**config.mk**
```make
export PLATFORM = sky130hd
export DESIGN_NAME = lzc_norm_pipe
export DESIGN_NICKNAME = d
export VERILOG_FILES = /design/src/rtl/lzc_pkg.sv /design/src/rtl/lzc_tree.sv /design/src/rtl/lzc_norm_pipe.sv
export SDC_FILE = /design/constraint.sdc
export NUM_CORES = 1
export LEC_CHECK = 0
export ABC_AREA = 1
export CAP_MARGIN = 20
export CORE_MARGIN = 2
export CORE_UTILIZATION = 30
export DETAILED_ROUTE_END_ITERATION = 8
export GPL_TIMING_DRIVEN = 0
export PLACE_DENSITY = 0.54
export SYNTH_ARGS = -nofsm -noshare
export SYNTH_HDL_FRONTEND = slang
export SYNTH_SLANG_ARGS = --single-unit
export TNS_END_PERCENT = 50
```
**constraint.sdc**
```tcl
create_clock -name i_clk -period 4.2 [get_ports i_clk]
set_clock_uncertainty 0.2 [all_clocks]
set_input_delay 0.63 -clock i_clk [delete_from_list [all_inputs] [get_ports i_clk]]
set_output_delay 0.63 -clock i_clk [all_outputs]
set_load 0.1 [all_outputs]
```
**src/rtl/lzc_pkg.sv**
```systemverilog
// ----------------------------------------------------------------------------
// lzc_pkg : shared sizing helpers for the leading-zero count / normalise path.
// Revision: 1.0
// ----------------------------------------------------------------------------
`default_nettype none

package lzc_pkg;

   // Count width able to hold every value 0..width inclusive.
   function automatic int lzc_cnt_w(input int width);
      return $clog2(width + 1);
   endfunction

   // Largest power of two strictly below width (width >= 2): the upper half.
   function automatic int lzc_upper_half(input int width);
      return 1 << ($clog2(width) - 1);
   endfunction

endpackage

`default_nettype wire

```
**src/rtl/lzc_tree.sv**
```systemverilog
// ----------------------------------------------------------------------------
// lzc_tree : combinational leading-zero counter built by recursive halving.
// Revision: 1.0
// ----------------------------------------------------------------------------
`default_nettype none

module lzc_tree
   import lzc_pkg::*;
#(
   parameter int  WIDTH = 48,
   localparam int CNT_W = lzc_cnt_w(WIDTH)
) (
   input  logic [WIDTH-1:0] i_data,
   output logic [CNT_W-1:0] o_count,
   output logic             o_zero
);

   generate
      if (WIDTH == 1) begin : g_leaf
         assign o_count = ~i_data;
         assign o_zero  = ~i_data[0];
      end else begin : g_node
         // A power-of-two upper half with a remainder lower half behaves the
         // same as padding the operand with ones below its LSB.
         localparam int HALF  = lzc_upper_half(WIDTH);
         localparam int LO_W  = WIDTH - HALF;
         localparam int HI_CW = lzc_cnt_w(HALF);
         localparam int LO_CW = lzc_cnt_w(LO_W);

         logic [HI_CW-1:0] hi_count;
         logic [LO_CW-1:0] lo_count;
         logic             hi_zero;
         logic             lo_zero;

         lzc_tree #(
            .WIDTH (HALF)
         ) u_hi (
            .i_data  (i_data[WIDTH-1 -: HALF]),
            .o_count (hi_count),
            .o_zero  (hi_zero)
         );

         lzc_tree #(
            .WIDTH (LO_W)
         ) u_lo (
            .i_data  (i_data[LO_W-1:0]),
            .o_count (lo_count),
            .o_zero  (lo_zero)
         );

         always_comb begin
            o_count = CNT_W'(hi_count);
            if (hi_zero) begin
               o_count = CNT_W'(HALF) + CNT_W'(lo_count);
            end
         end

         assign o_zero = hi_zero & lo_zero;
      end
   endgenerate

endmodule

`default_nettype wire

```
**src/rtl/lzc_norm_pipe.sv**
```systemverilog
// ----------------------------------------------------------------------------
// lzc_norm_pipe : 2-stage elastic leading-zero count + normalising shifter.
// Optional zero-operand statistic counter under macro LZC_ZERO_STAT_EN. Rev 1.0
// ----------------------------------------------------------------------------
`default_nettype none

module lzc_norm_pipe
   import lzc_pkg::*;
#(
   parameter int  WIDTH  = 48,
   parameter int  ZCNT_W = 16,
   localparam int CNT_W  = lzc_cnt_w(WIDTH)
) (
   input  logic             i_clk,
   input  logic             i_rst,
   input  logic             i_valid,
   output logic             o_ready,
   input  logic [WIDTH-1:0] i_data,
   output logic             o_valid,
   input  logic             i_ready,
   output logic [CNT_W-1:0] o_count,
   output logic [WIDTH-1:0] o_data,
   output logic             o_zero
`ifdef LZC_ZERO_STAT_EN
   ,
   output logic [ZCNT_W-1:0] o_zero_cnt
`endif
);

   typedef struct packed {
      logic [WIDTH-1:0] data;
      logic [CNT_W-1:0] count;
      logic             zero;
   } stage_t;

   generate
      if (WIDTH < 2 || ZCNT_W < 1) begin : g_param_check
         $error("lzc_norm_pipe: WIDTH must be >= 2 and ZCNT_W >= 1");
      end
   endgenerate

   stage_t           s1_q, s1_d;
   stage_t           s2_q, s2_d;
   logic             v1_q, v2_q;
   logic             s1_load, s2_load;
   logic [CNT_W-1:0] tree_count;
   logic             tree_zero;

   lzc_tree #(
      .WIDTH (WIDTH)
   ) u_tree (
      .i_data  (i_data),
      .o_count (tree_count),
      .o_zero  (tree_zero)
   );

   // Each stage may load when its own slot is free or is emptying this cycle.
   always_comb begin
      s2_load = !v2_q || i_ready;
      s1_load = !v1_q || s2_load;
   end

   always_comb begin
      s1_d = s1_q;
      if (s1_load && i_valid) begin
         s1_d.data  = i_data;
         s1_d.count = tree_count;
         s1_d.zero  = tree_zero;
      end
   end

   always_comb begin
      s2_d = s2_q;
      if (s2_load && v1_q) begin
         s2_d.data  = s1_q.data << s1_q.count;
         s2_d.count = s1_q.count;
         s2_d.zero  = s1_q.zero;
      end
   end

   always_ff @(posedge i_clk) begin
      if (i_rst) begin
         v1_q <= 1'b0;
         v2_q <= 1'b0;
         s1_q <= '0;
         s2_q <= '0;
      end else begin
         if (s1_load) begin
            v1_q <= i_valid;
         end
         if (s2_load) begin
            v2_q <= v1_q;
         end
         s1_q <= s1_d;
         s2_q <= s2_d;
      end
   end

   assign o_ready = s1_load;
   assign o_valid = v2_q;
   assign o_count = s2_q.count;
   assign o_data  = s2_q.data;
   assign o_zero  = s2_q.zero;

`ifdef LZC_ZERO_STAT_EN
   logic [ZCNT_W-1:0] zcnt_q, zcnt_d;

   // Saturating count of all-zero results actually taken downstream.
   always_comb begin
      zcnt_d = zcnt_q;
      if (v2_q && i_ready && s2_q.zero && (zcnt_q != {ZCNT_W{1'b1}})) begin
         zcnt_d = zcnt_q + 1'b1;
      end
   end

   always_ff @(posedge i_clk) begin
      if (i_rst) begin
         zcnt_q <= '0;
      end else begin
         zcnt_q <= zcnt_d;
      end
   end

   assign o_zero_cnt = zcnt_q;
`endif

endmodule

`default_nettype wire

```
==> metrics.md <==
| Metric | Value |
|---|---|
| Delay-heaviest family, CP | buffers and inverters |
| Critical Path Start | i_ready |
| Antenna Violating Nets Remaining | 0 |
| Slowest cell on the critical path | clkdlybuf4s50_1 |
| Main flop type after synthesis | dfxtp_1 |
| Hold Slack | 267 ps |
| GR Layer Usage met3 | 3.33% |
| Endpoint class of the critical path | output pin |
| Final setup fails | 0 |
| Sum of buffers and inverters on the critical path | 3 |
| Core area | 23,300 µm² |
| Syn-to-layout area delta | 25.2% |
| Actual slew at the worst max-slew pin | 972 ps |
| Ratio of cells with drive above 1 in the final layout | 4.83% |
| Number of global-route vias before repair | 7,945 |
| Nets | 1,351 |
| Final Hold Fails | 0 |
| Vias post-DR | 8,509 |
| Clock-pin transition on the worst setup and hold timing paths | 80 ps |
| Critical Path AT | 2380 ps |
| Post-CTS sizing | 0 |
| PortBufs | 107 |
| Die Ht | 157 µm |
| Crit-path max cell delay | 1150 ps |
| Fin. max-slew vios | 0 |
| DR WL/cell | 17.3 µm |
| Pwr/cell area | 337 nW/µm² |
| H-tree depth | 3 |
| Initial Util | 30.3% |
| Clock Tree Root | clkbuf_16 |
| Worst hold path class | reg -> reg |
| DR vias/cell | 5.24 |
| First-pass DRT Iterations | 6 |
| Clk network pwr share | 30.1% |
| Initial antenna violation count | 0 |
| Max-cap viol count | 0 |
| Min Tclk post-route | 3210 ps |
| Rows | 56 |
| Synthesized area | 7050 µm² |
| Sw frac | 38.9% |
| Clock Path Buffers | 2 |
| Setup TNS | 0 ps |
| I/O pin count | 109 |
| Yosys reg bits | 112 |
| Fillcell total | 2,653 |
| Diode count | 0 |
| Grt met1 use | 29.9% |
| R2R depth | 8 |
| Slew Limit Headroom | 35.0% |
| Status | finished, final reports clean |
| Cells after Synth | 1,181 |
| CTS tree | done |
| Pint | 1820 µW |
| Post-synthesis net count | 1,233 |
| First-pass GRT wire length | 43,500 µm |
| Pre-CTS WS | 983 ps |
| Yosys Warn Count | 0 |
| CTS buffer count | 9 |
| Largest net degree at the start of global routing | 23 |
| Final period utilization | 76.4% |
| R2r endpoint | o_data[43] |
| # hold bufs at CTS | 0 |
| LEAKAGE | 0.00369 µW |
| Met2 Use GR | 39.1% |
| Routed wire length | 28,000 µm |
| Post-CTS Setup Inserts | 0 |
| Initial DRC count | 787 |
| Critical path class | in -> out |
| Mapped Avg Cell Area | 5.97 µm² |
| GRT Util Overall | 23.0% |
| Seq pwr share | 39.4% |
| Width of the die | 157 µm |
| CTS Sinks | 112 |
| Sequential share of the synthesized area | 31.8% |
| Capture point of the worst path | o_ready |
| Die ar. | 24,700 µm² |
| Crit path max fanout | 3 |
| Most Crowded Layer GR | met2 |
| RR Startpoint | s1_q[3] |
| Critical Path, Cell by Cell | clkdlybuf4s50_1, inv_1, nand3_1, clkdlybuf4s50_1 |
| F_max | 312 MHz |
| Synth cell types | 31 |
| Worst-skew pair later-pin latency | 370 ps |
| Worst Slack Setup Final | 992 ps |
| Grt ovf | 0 |
| Most used cell, CP | clkdlybuf4s50_1 |
| HPWL Detailed | 22,700 µm |
| Proportion of power drawn by combinational gates | 30.5% |
| Number of synthesized flops with an enable pin | 0 |
| Post-route DRC | 0 |
| RSZ-0062 raised after global routing | no |
| Gpl congestion | 0.967 |
| R2R Setup Slk | 2050 ps |
| Req. time, crit path | 3370 ps |
| Overall Power | 2970 µW |
| NetSw | 1160 µW |
| Synth async-reset ratio | 0% |
| Crit start category | input pin |
| Worst IR Drop VDD | 0.000207 V |
| Critical Path Stages | 4 |
flip-flops by register name, indices dropped and copies added (netlist names):
signal,count
s1_q,55
o_data,48
o_count,6
o_zero,1
v1_q,1
o_valid,1
per-layer routing:
metal	part of all wire, %	vias up
li1	-	4217
met1	44	3948
met2	47	297
met3	6.1	47
met4	2.5	0
met5	0	-
Yosys cell counts, types with 4 or more instances:
master	n	area share, %
dfxtp_1	112	32
nand3_1	305	22
a21oi_1	99	7.0
buf_4	4	0.43
nor2_1	113	6.0
nand4_1	14	1.2
o21ai_0	68	4.8
inv_1	47	2.5
a22oi_1	4	0.43
buf_1	12	0.64
clkbuf_1	32	1.7
nand2_1	308	16
buf_2	33	2.3
tightest hold or removal path: stages (launching register included):
cell and delay, ps:
dfxtp_1 320, nand2_1 60, a21oi_1 50
cells in the final DEF, fill, tap and decap left out, drive strengths merged:
cell type,synthesis,final
nand2,309,309
nand3,306,306
nor2,113,113
dfxtp,112,112
clkdlybuf4s50,0,107
a21oi,99,99
o21ai,70,70
inv,50,55
buf,52,52
clkbuf,32,41
nand4,14,14
a22oi,4,4
o21bai,3,3
and2,3,3
clkinv,1,3
nor3,2,2
a31oi,2,2
o211ai,2,2
or2,1,1
o31ai,1,1
o22ai,1,1
o221ai,1,1
nor4,1,1
o21a,1,1
a211oi,1,1
how the worst min path moves through the flow:
stage | startpoint | endpoint | slack [ps] | cells past startpoint
floorplan | s1_q[0] | s1_q[0] | 250 | 2
global placement | s1_q[0] | s1_q[0] | 260 | 2
detailed placement | o_data[11] | o_data[11] | 260 | 2
CTS | o_data[11] | o_data[11] | 270 | 2
global route | o_data[11] | o_data[11] | 280 | 2
finish | o_data[21] | o_data[21] | 270 | 2
cells by family after synthesis:
group,share of synthesized area [%]
flip-flops,31.8
AO/OA/AOI/OAI,13.7
AND/OR/NAND/NOR,46.2
buffers and inverters,8.31
area by class of cell:
cell class,instances,area [µm²],area share [%]
Timing Repair Buffer,107,1070,12.1
Sequential cell,112,2240,25.4
Multi-Input combinational cell,934,4220,47.8
Buffer,84,394,4.47
Tap cell,319,399,4.52
Inverter,51,191,2.17
Clock inverter,7,78.8,0.893
Clock buffer,9,225,2.55
metrics by stage:
step	std cells	util (%)	area, µm²
after detailed placement	1607	36.6	8520
final	1623	37.9	8820
after global placement	1607	36.6	8520
after CTS	1623	37.9	8820
after floorplan	1181	-	7050
after global routing	1623	37.9	8820
power groups by stage:
| stage | Sequential (µW) | Clock [µW] | Combinational [µW] |
|---|---|---|---|
| 2_1_floorplan | 1380 | 0 | 419 |
| 3_3_place_gp | 1200 | 0 | 895 |
| 3_5_place_dp | 1200 | 0 | 895 |
| 4_1_cts | 1170 | 919 | 898 |
| 5_1_grt | 1180 | 955 | 985 |
| 6_report | 1170 | 893 | 907 |
(Power assumes the default switching activity.)
